$ cat config.mk
export PLATFORM = sky130hd
export DESIGN_NAME = hazard_stall_controller
export DESIGN_NICKNAME = d
export VERILOG_FILES = /design/src/rtl/pipe_ctrl_pkg.sv /design/src/rtl/hazard_compare.sv /design/src/rtl/hazard_stall_controller.sv
export SDC_FILE = /design/constraint.sdc
export NUM_CORES = 1
export LEC_CHECK = 0
export CORE_UTILIZATION = 51
export CTS_CLUSTER_SIZE = 10
export DETAILED_ROUTE_END_ITERATION = 6
export PLACE_DENSITY_LB_ADDON = 0.25
export SYNTH_ARGS = -nofsm -noshare
export SYNTH_HDL_FRONTEND = slang
export SYNTH_SLANG_ARGS = --single-unit
$ cat constraint.sdc
create_clock -name clk_i -period 7.2 [get_ports clk_i]
set_input_delay 2.16 -clock clk_i [delete_from_list [all_inputs] [get_ports clk_i]]
set_output_delay 2.16 -clock clk_i [all_outputs]
set_load 0.005 [all_outputs]
$ cat src/rtl/pipe_ctrl_pkg.sv
// Shared definitions for the pipeline control blocks.
//   state_e    : stall controller FSM states
//   REG_ADDR_W : architectural register index width
//   X0         : hard-wired zero register, never a hazard source
//   id_src_t   : source-operand bundle of the instruction in ID
//   rd_hits()  : does a destination register feed a used source operand
package pipe_ctrl_pkg;

   localparam int REG_ADDR_W = 5;
   localparam logic [REG_ADDR_W-1:0] X0 = '0;

   typedef enum logic {
      RUN      = 1'b0,
      MEM_WAIT = 1'b1
   } state_e;

   typedef struct packed {
      logic [REG_ADDR_W-1:0] rs1;
      logic [REG_ADDR_W-1:0] rs2;
      logic                  use_rs1;
      logic                  use_rs2;
   } id_src_t;

   // x0 always reads as zero, so writes to it never create a dependency.
   function automatic logic rd_hits(input logic [REG_ADDR_W-1:0] rd,
                                    input logic [REG_ADDR_W-1:0] src,
                                    input logic                  use_src);
      return use_src && (rd != X0) && (rd == src);
   endfunction

endpackage

$ cat src/rtl/hazard_compare.sv
// Combinational load-use detector.
//   id_src      : rs1/rs2 and their use flags for the instruction in ID
//   ex_rd       : destination register of the instruction in EX
//   ex_mem_read : instruction in EX is a load
//   load_use    : ID consumes the load result before it can be forwarded
module hazard_compare
   import pipe_ctrl_pkg::*;
(
   input  id_src_t               id_src,
   input  logic [REG_ADDR_W-1:0] ex_rd,
   input  logic                  ex_mem_read,
   output logic                  load_use
);

   logic hit_rs1;
   logic hit_rs2;

   assign hit_rs1  = rd_hits(ex_rd, id_src.rs1, id_src.use_rs1);
   assign hit_rs2  = rd_hits(ex_rd, id_src.rs2, id_src.use_rs2);
   assign load_use = ex_mem_read & (hit_rs1 | hit_rs2);

endmodule

$ cat src/rtl/hazard_stall_controller.sv
// Stall / flush controller for the 5-stage pipeline. Covers the hazards the
// EX forwarding network cannot: load-use in ID, data-memory wait states, and
// IF/ID flushes for branches resolved taken in ID.
//   clk_i, rst_i           : clock, async active-low reset
//   IF_ID_Rs*/UseRs*       : source operands of the instruction in ID
//   ID_EX_Rd_i/MemRead_i   : destination / load flag of the instruction in EX
//   Branch_Taken_i         : branch in ID resolved taken
//   dmem_req_i/ready_i     : data-memory access handshake
//   PCWrite_o, IF_ID_Write_o, ID_EX_Bubble_o, IF_ID_Flush_o, Pipe_Hold_o :
//                            pipeline register controls (combinational)
//   stall_cnt_o            : saturating count of cycles with PC frozen
//   err_o                  : sticky memory-wait protocol/timeout error
module hazard_stall_controller
   import pipe_ctrl_pkg::*;
#(
   parameter int CNT_W    = 16,
   parameter int MAX_WAIT = 64
)(
   input  logic                  clk_i,
   input  logic                  rst_i,
   input  logic [REG_ADDR_W-1:0] IF_ID_Rs1_i,
   input  logic [REG_ADDR_W-1:0] IF_ID_Rs2_i,
   input  logic                  IF_ID_UseRs1_i,
   input  logic                  IF_ID_UseRs2_i,
   input  logic [REG_ADDR_W-1:0] ID_EX_Rd_i,
   input  logic                  ID_EX_MemRead_i,
   input  logic                  Branch_Taken_i,
   input  logic                  dmem_req_i,
   input  logic                  dmem_ready_i,
   output logic                  PCWrite_o,
   output logic                  IF_ID_Write_o,
   output logic                  ID_EX_Bubble_o,
   output logic                  IF_ID_Flush_o,
   output logic                  Pipe_Hold_o,
   output logic [CNT_W-1:0]      stall_cnt_o,
   output logic                  err_o
);

   localparam int          WAIT_W     = $clog2(MAX_WAIT + 1);
   // wait_cnt trails the number of frozen cycles by one (the RUN cycle that
   // starts the access is frozen but not counted), so the timeout fires when
   // the incremented count would reach MAX_WAIT-1, i.e. after MAX_WAIT
   // frozen cycles in total.
   localparam logic [31:0] TIMEOUT_AT = 32'(MAX_WAIT - 1);

   state_e              state, state_nxt;
   logic [WAIT_W-1:0]   wait_cnt, wait_nxt;
   logic                pend_flush;
   logic                err_set;
   logic                mem_stall;
   logic                freeze;
   logic                load_use;
   logic                flush_take;
   logic                wait_last;
   id_src_t             id_src;

   assign id_src = '{rs1:     IF_ID_Rs1_i,
                     rs2:     IF_ID_Rs2_i,
                     use_rs1: IF_ID_UseRs1_i,
                     use_rs2: IF_ID_UseRs2_i};

   hazard_compare u_hazard_compare (
      .id_src      (id_src),
      .ex_rd       (ID_EX_Rd_i),
      .ex_mem_read (ID_EX_MemRead_i),
      .load_use    (load_use)
   );

   assign mem_stall = dmem_req_i & ~dmem_ready_i;
   assign freeze    = (state == MEM_WAIT) | mem_stall;
   assign wait_last = (32'(wait_cnt) + 32'd1) >= TIMEOUT_AT;

   // ---------------- next state / wait counter ----------------
   always_comb begin
      state_nxt = state;
      wait_nxt  = wait_cnt;
      err_set   = 1'b0;
      case (state)
         RUN: begin
            if (mem_stall) state_nxt = MEM_WAIT;
         end
         MEM_WAIT: begin
            if (dmem_ready_i) begin
               state_nxt = RUN;
               wait_nxt  = '0;
            end else if (!dmem_req_i) begin
               // request withdrawn without completion: protocol error
               state_nxt = RUN;
               wait_nxt  = '0;
               err_set   = 1'b1;
            end else if (wait_last) begin
               state_nxt = RUN;
               wait_nxt  = '0;
               err_set   = 1'b1;
            end else begin
               wait_nxt  = wait_cnt + 1'b1;
            end
         end
         default: begin
            state_nxt = RUN;
            wait_nxt  = '0;
         end
      endcase
   end

   // ---------------- output mux ----------------
   // Reset forces the "free running" encoding even if the inputs would
   // otherwise request a stall.
   always_comb begin
      PCWrite_o      = 1'b1;
      IF_ID_Write_o  = 1'b1;
      ID_EX_Bubble_o = 1'b0;
      IF_ID_Flush_o  = 1'b0;
      Pipe_Hold_o    = 1'b0;
      flush_take     = 1'b0;
      if (rst_i) begin
         if (freeze) begin
            PCWrite_o      = 1'b0;
            IF_ID_Write_o  = 1'b0;
            Pipe_Hold_o    = 1'b1;
         end else if (load_use) begin
            // branch operands are stale behind a load; let it re-resolve
            PCWrite_o      = 1'b0;
            IF_ID_Write_o  = 1'b0;
            ID_EX_Bubble_o = 1'b1;
         end else if (Branch_Taken_i | pend_flush) begin
            IF_ID_Flush_o  = 1'b1;
            flush_take     = 1'b1;
         end
      end
   end

   // ---------------- state registers ----------------
   always_ff @(posedge clk_i or negedge rst_i) begin
      if (!rst_i) begin
         state    <= RUN;
         wait_cnt <= '0;
      end else begin
         state    <= state_nxt;
         wait_cnt <= wait_nxt;
      end
   end

   // A branch taken while frozen cannot flush (IF/ID is held), so remember
   // it until the first cycle where a flush can actually take effect.
   always_ff @(posedge clk_i or negedge rst_i) begin
      if (!rst_i)          pend_flush <= 1'b0;
      else if (freeze)     pend_flush <= pend_flush | Branch_Taken_i;
      else if (flush_take) pend_flush <= 1'b0;
   end

   always_ff @(posedge clk_i or negedge rst_i) begin
      if (!rst_i)       err_o <= 1'b0;
      else if (err_set) err_o <= 1'b1;
   end

   always_ff @(posedge clk_i or negedge rst_i) begin
      if (!rst_i)
         stall_cnt_o <= '0;
      else if (!PCWrite_o && (stall_cnt_o != '1))
         stall_cnt_o <= stall_cnt_o + 1'b1;
   end

endmodule

### After elaboration in Yosys (flattened, before gate mapping)

Index checks and enable logic that the tools add are counted.

| word-level totals | value |
|---|---|
| bits in registers | 26 |
| input bits | 23 |
| output and inout port bits | 22 |
| logic and storage cells | 53 |

| operators by class | value |
|---|---|
| add/subtract/negate cells | 3 |
| $lt $le $gt $ge | 1 |
| equal/unequal tests | 3 |
| muxes and demuxes | 26 |
| bitwise gates (word level) | 7 |
| reduce and logical (&&, ||, !) cells | 8 |

Operators with widths:

| operator | number |
|---|---|
| 2-to-1 mux 1 bit | 22 |
| 2-to-1 mux 7 bit | 3 |
| adder 16 x 1 -> 16 bit (second input constant) | 1 |
| inequality test 16 bit (second input constant) | 1 |
| == test 5 bit | 2 |
| adder 7 x 1 -> 8 bit (second input constant) | 1 |
| greater-or-equal comparator 8 x 6 -> 1 bit (second input constant) | 1 |
| adder 7 x 1 -> 7 bit (second input constant) | 1 |
| logical AND 1 bit | 5 |
| nonzero test 5 bit | 1 |
| bitwise OR 1 bit | 3 |
| bitwise AND 1 bit | 2 |
| NOT 1 bit | 2 |
| one-hot mux 1 bit (2 select lines) | 1 |
| nonzero test 2 bit | 1 |
| zero test 1 bit | 1 |

### Longest topological paths before layout

| logic depth | value |
|---|---|
| depth after elaboration | 10 |
| mapped depth | 7 |
| gate-level depth less buffers | 7 |

### Modules after synthesis

Synthesis repeated with hierarchy kept, for this count alone.

| unflattened totals | value |
|---|---|
| cell total of the unflattened synthesis | 160 |
| area, all modules | 1640.3 um^2 |

By module, submodules not included:

| module | times used | cells an instance | area each (um^2) | sequential area each (um^2) |
|---|---|---|---|---|
| hazard_stall_controller | 1 | 143 | 1506.4 | 650.6 |
| hazard_compare | 1 | 17 | 133.9 | 0.0 |

### Least setup slack after synthesis

No wires, ideal clock.

| timing path | value |
|---|---|
| kind | in2out |
| from | input port ID_EX_Rd_i[1] |
| to | output port PCWrite_o |
| arrival time | 3430 ps |
| data required time | 5040 ps |
| path slack | 1610 ps |
| stages on the path | 5 |
| path buffers | 2 |
| path through | or4_1 -> o21a_1 -> a31oi_4 -> buf_8 -> buf_4 |

| on the way | value |
|---|---|
| longest elaborated chain between the ends | 8 |
| elaborated cells between the ends (all ways) | 12 |
| those cells by class | eq/ne: 2; mux: 3; bitwise: 2; reduce/logical: 5 |

Ends and longest elaborated chain:

| item | RTL line | RTL |
|---|---|---|
| from (decl) | hazard_stall_controller.sv:25 | `input logic [REG_ADDR_W-1:0] ID_EX_Rd_i,` |
| nonzero test 5 bit | pipe_ctrl_pkg.sv:28 | `return use_src && (rd != X0) && (rd == src);` |
| logical AND 1 bit (2 in series) | pipe_ctrl_pkg.sv:28 |  |
| bitwise OR 1 bit * | hazard_compare.sv:20 | `assign load_use = ex_mem_read & (hit_rs1 \| hit_rs2);` |
| bitwise AND 1 bit * | hazard_compare.sv:20 |  |
| 2-to-1 mux 1 bit * (3 in series) | -- |  |
| to (decl) | hazard_stall_controller.sv:30 | `output logic PCWrite_o,` |

Every way passes the cells marked *; elsewhere a longest branch is shown, timed or not.

### Worst setup path after layout

| timing path | value |
|---|---|
| from | input port ID_EX_Rd_i[2] |
| to | output port IF_ID_Flush_o |

| on the way | value |
|---|---|
| longest elaborated chain between the ends | 8 |
| elaborated cells between the ends (all ways) | 12 |
| those cells by class | eq/ne: 2; mux: 3; bitwise: 2; reduce/logical: 5 |

Ends and longest elaborated chain:

| item | RTL line | RTL |
|---|---|---|
| nonzero test 5 bit | pipe_ctrl_pkg.sv:28 |  |
| logical AND 1 bit (2 in series) | pipe_ctrl_pkg.sv:28 |  |
| bitwise OR 1 bit * | hazard_compare.sv:20 |  |
| bitwise AND 1 bit * | hazard_compare.sv:20 |  |
| 2-to-1 mux 1 bit * | hazard_stall_controller.sv:121 | `end else if (load_use) begin` |
| 2-to-1 mux 1 bit * | hazard_stall_controller.sv:117 | `if (freeze) begin` |
| 2-to-1 mux 1 bit * | hazard_stall_controller.sv:116 | `if (rst_i) begin` |
| to (decl) | hazard_stall_controller.sv:33 | `output logic IF_ID_Flush_o,` |

Marks and branches as above.

==> metrics.md <==
| Metric | Value |
|---|---|
| Sequential-to-total area share from yosys stat | 0.424 |
| Internal power | 0.272 mW |
| Fin Clk Skew | 4.06 ps |
| Antenna viol nets, final | 0 |
| Post-Synth Adder-Cell Area | 0.0244 |
| # rows | 19 |
| Setup Buffers After CTS | 0 |
| Synthesized area per cell | 10.0 um2 |
| Max-slew violation count | 0 |
| Post-DP Area | 2000 um2 |
| Die Y-Extent | 56.9 um |
| Post-Layout Inst Area | 2040 um2 |
| Fraction of the mapped netlist area in simple logic gates | 0.235 |
| Via count | 1288 |
| Hold path depth | 1 |
| Die area | 3230 um2 |
| GRT overflow | 0 |
| Yosys top cell area share | 0.424 |
| WL final | 3290 um |
| CTS hold repair buffers | 0 |
| Syn. warnings | 0 |
| EDFF count, synth | 0 |
| Maxcap violations | 0 |
| Worst Setup End Kind | primary output |
| Syn_nets | 179 |
| Reg power frac | 0.505 |
| Dpl hpwl | 2590 um |
| Pwr/cell area | 187 nW/um2 |
| Share of cells above drive strength 1 | 0.100 |
| Longest Clk Path Bufs | 2 |
| CP Max Fanout | 3 |
| Chip Width | 56.9 um |
| Power share of the combinational group | 0.304 |
| Crit Reg-Reg Startpoint | wait_cnt[1] |
| GP Congestion | 0.854 |
| Critical path class | input pin to primary output |
| Rel. slew slack | 0.654 |
| Initial DRC Count | 35 |
| Clk root buf | clkbuf_4 |
| Least-Margin Pin Slew | 518 ps |
| Total Power | 0.382 mW |
| Reg clk slew, reported paths | 130 ps |
| Wire length per cell | 14.2 um |
| Clock Power Share | 0.191 |
| Finish-stage setup viols | 0 |
| Synth area leader | dfrtp_1 |
| Post-synth ARST share | 1.00 |
| Starting Density | 0.547 |
| Sw power | 0.110 mW |
| Pin count of the biggest net entering global routing | 23 |
| FF-to-FF path depth | 7 |
| Number of gates resized after cts | 0 |
| Synth Area in Compound Gates | 0.109 |
| IO buf count | 44 |
| Switching Share | 0.289 |
| Hold Fails Final Rpt | 0 |
| Global-route wire length before repair | 5440 um |
| WHS Endpoint | err_o |
| GR Util All Layers | 0.218 |
| CORE AREA | 2810 um2 |
| LEAKAGE | 0.848 nW |
| Critical R2R Capture | wait_cnt[5] |
| Hold Crit Class | flop to flop |
| CTS tree | built |
| WP data required | 5040 ps |
| Vias in the first global route | 1271 |
| CP Launch Type | input pin |
| DRC viols | 2 |
| Main combinational cell family by area after synthesis | simple AND/OR/NAND/NOR gates |
| RSZ-0062 raised after global routing | false |
| R2R setup slack | 5010 ps |
| Final setup TNS | 0 ps |
| Synth area leaders | dfrtp_1 42%, xnor2_1 8.0%, xor2_1 7.4%, nor3_2 4.6%, nand2_1 4.2% |
| Sink Count | 26 |
| Antenna violations before repair | 0 |
| Xor and xnor area share after synthesis | 0.154 |
| Hold wc startpoint | err_o |
| Clock H-tree levels | 1 |
| Latest clock arrival within the worst-skew pair | 310 ps |
| Router iterations before antenna repair | 6 |
| Mux cell area share after synthesis | 0.0171 |
| Min cycle time layout | 6370 ps |
| Netlist cell types | 39 |
| Outcome | complete, but fails checks |
| Top_reg_cell synth | dfrtp_1 |
| Peak Freq | 157 MHz |
| Failing checks | DRC |
| Synthesized flop and latch total | 26 |
| Gate Count Post-Synth | 153 |
| Layout Nets | 227 |
| Cell Area, Synth | 1540 um2 |
| Max IR drop VDD | 0.000175 V |
| Diode count | 0 |
| DR vias/cell | 5.58 |
| CTS Buf Count | 3 |
| Synth-to-Final Area Change | 32.8% |
| Fin util | 0.727 |
| Period utilization | 0.885 |
| Arrival @ worst endpoint | 4210 ps |
| Top Ports | 45 |
## synthesized netlist by cell type, drive strengths merged (2+ instances only)
| master | number |
|---|---|
| mux2 | 2 |
| a21oi | 2 |
| and3 | 2 |
| xnor2 | 14 |
| xor2 | 13 |
| nor2b | 2 |
| and2 | 2 |
| nor2 | 8 |
| o21a | 3 |
| o21ai | 4 |
| buf | 2 |
| nor4 | 3 |
| ha | 3 |
| nand4 | 6 |
| a31oi | 4 |
| inv | 8 |
| nand2 | 17 |
| nor3 | 10 |
| nand3 | 7 |
| dfrtp | 26 |
| nand2b | 3 |
## stage by stage
| step | hold slack, ps | cells | worst slack [ps] |
|---|---|---|---|
| 2_1_floorplan | 464 | 153 | 1610 |
| 3_3_place_gp | 449 | 227 | 846 |
| 3_5_place_dp | 458 | 227 | 831 |
| 4_1_cts | 490 | 231 | 816 |
| 5_1_grt | 503 | 231 | 726 |
| 6_report | 487 | 231 | 826 |
## power by group through the flow
stage / Combinational (mW) / Clock, mW / Sequential (mW)
after floorplan: 0.0483 / 0 / 0.193
after global placement: 0.113 / 0 / 0.194
after detailed placement: 0.117 / 0 / 0.196
after CTS: 0.118 / 0.0766 / 0.193
after global routing: 0.127 / 0.0812 / 0.198
final: 0.116 / 0.0730 / 0.193
## metal layers
metal | global-route usage | share of wire | vias to the layer above
met5 | 0 | 0 | -
met4 | 0.0767 | 0.0097 | 0
met3 | 0.0323 | 0.051 | 4
met2 | 0.384 | 0.50 | 50
met1 | 0.271 | 0.44 | 607
li1 | - | - | 627
## worst max-delay path: stages
cell and delay, ps:
clkdlybuf4s50_1 480, or4_1 520, o21a_1 230, a21oi_1 180, o21a_1 150, clkdlybuf4s50_1 490
## sequential cells by signal, indices dropped and copies added, names as in the netlist
signal and flops:
stall_cnt_o 16, wait_cnt 7, err_o 1, pend_flush 1, state 1
## placed cells by master, fill, tap and decap left out, types with 2 or more instances in the layout
| master | instances |
|---|---|
| o21a_1 | 3 |
| nand2b_1 | 3 |
| nor2b_1 | 2 |
| and3_1 | 2 |
| nand3_1 | 7 |
| a31oi_1 | 3 |
| nor4_1 | 3 |
| clkdlybuf4s50_1 | 44 |
| nor2_1 | 7 |
| inv_1 | 8 |
| nor3_2 | 7 |
| clkbuf_4 | 3 |
| xnor2_1 | 14 |
| a21oi_1 | 2 |
| nand2_1 | 17 |
| buf_4 | 2 |
| o21ai_0 | 4 |
| nand4_1 | 6 |
| ha_1 | 3 |
| nor3_1 | 2 |
| dfrtp_1 | 26 |
| xor2_1 | 13 |
| and2_1 | 2 |
## layout make-up
class / instances / area (um2)
clock buffers: 4 / 36.3
fillers: 214 / 766
inverters: 8 / 30.0
multi-input cells: 116 / 828
flip-flops and latches: 26 / 651
well taps: 31 / 38.8
repair buffers: 46 / 455
## worst max path at each step
| stage | cells past startpoint | endpoint | from | slack [ps] |
|---|---|---|---|---|
| floorplan | 5 | PCWrite_o | ID_EX_Rd_i[1] | 1610 |
| global placement | 6 | IF_ID_Flush_o | ID_EX_Rd_i[1] | 850 |
| detailed placement | 6 | IF_ID_Flush_o | ID_EX_Rd_i[2] | 830 |
| CTS | 6 | IF_ID_Flush_o | ID_EX_Rd_i[2] | 820 |
| global route | 6 | IF_ID_Flush_o | ID_EX_Rd_i[2] | 730 |
| finish | 6 | IF_ID_Flush_o | ID_EX_Rd_i[2] | 830 |
## cells by family (layout without fill, tap and decap cells)
family | Yosys count | count (layout)
and+or+nand+nor | 62 | 62
DFF | 26 | 26
AOI/OAI and AO/OA | 22 | 22
adders and majority gates | 3 | 3
muxes | 2 | 2
xor gates and xnor gates | 27 | 27
buffers and inverters | 11 | 58
No activity file was read; power rests on OpenSTA's default activity.
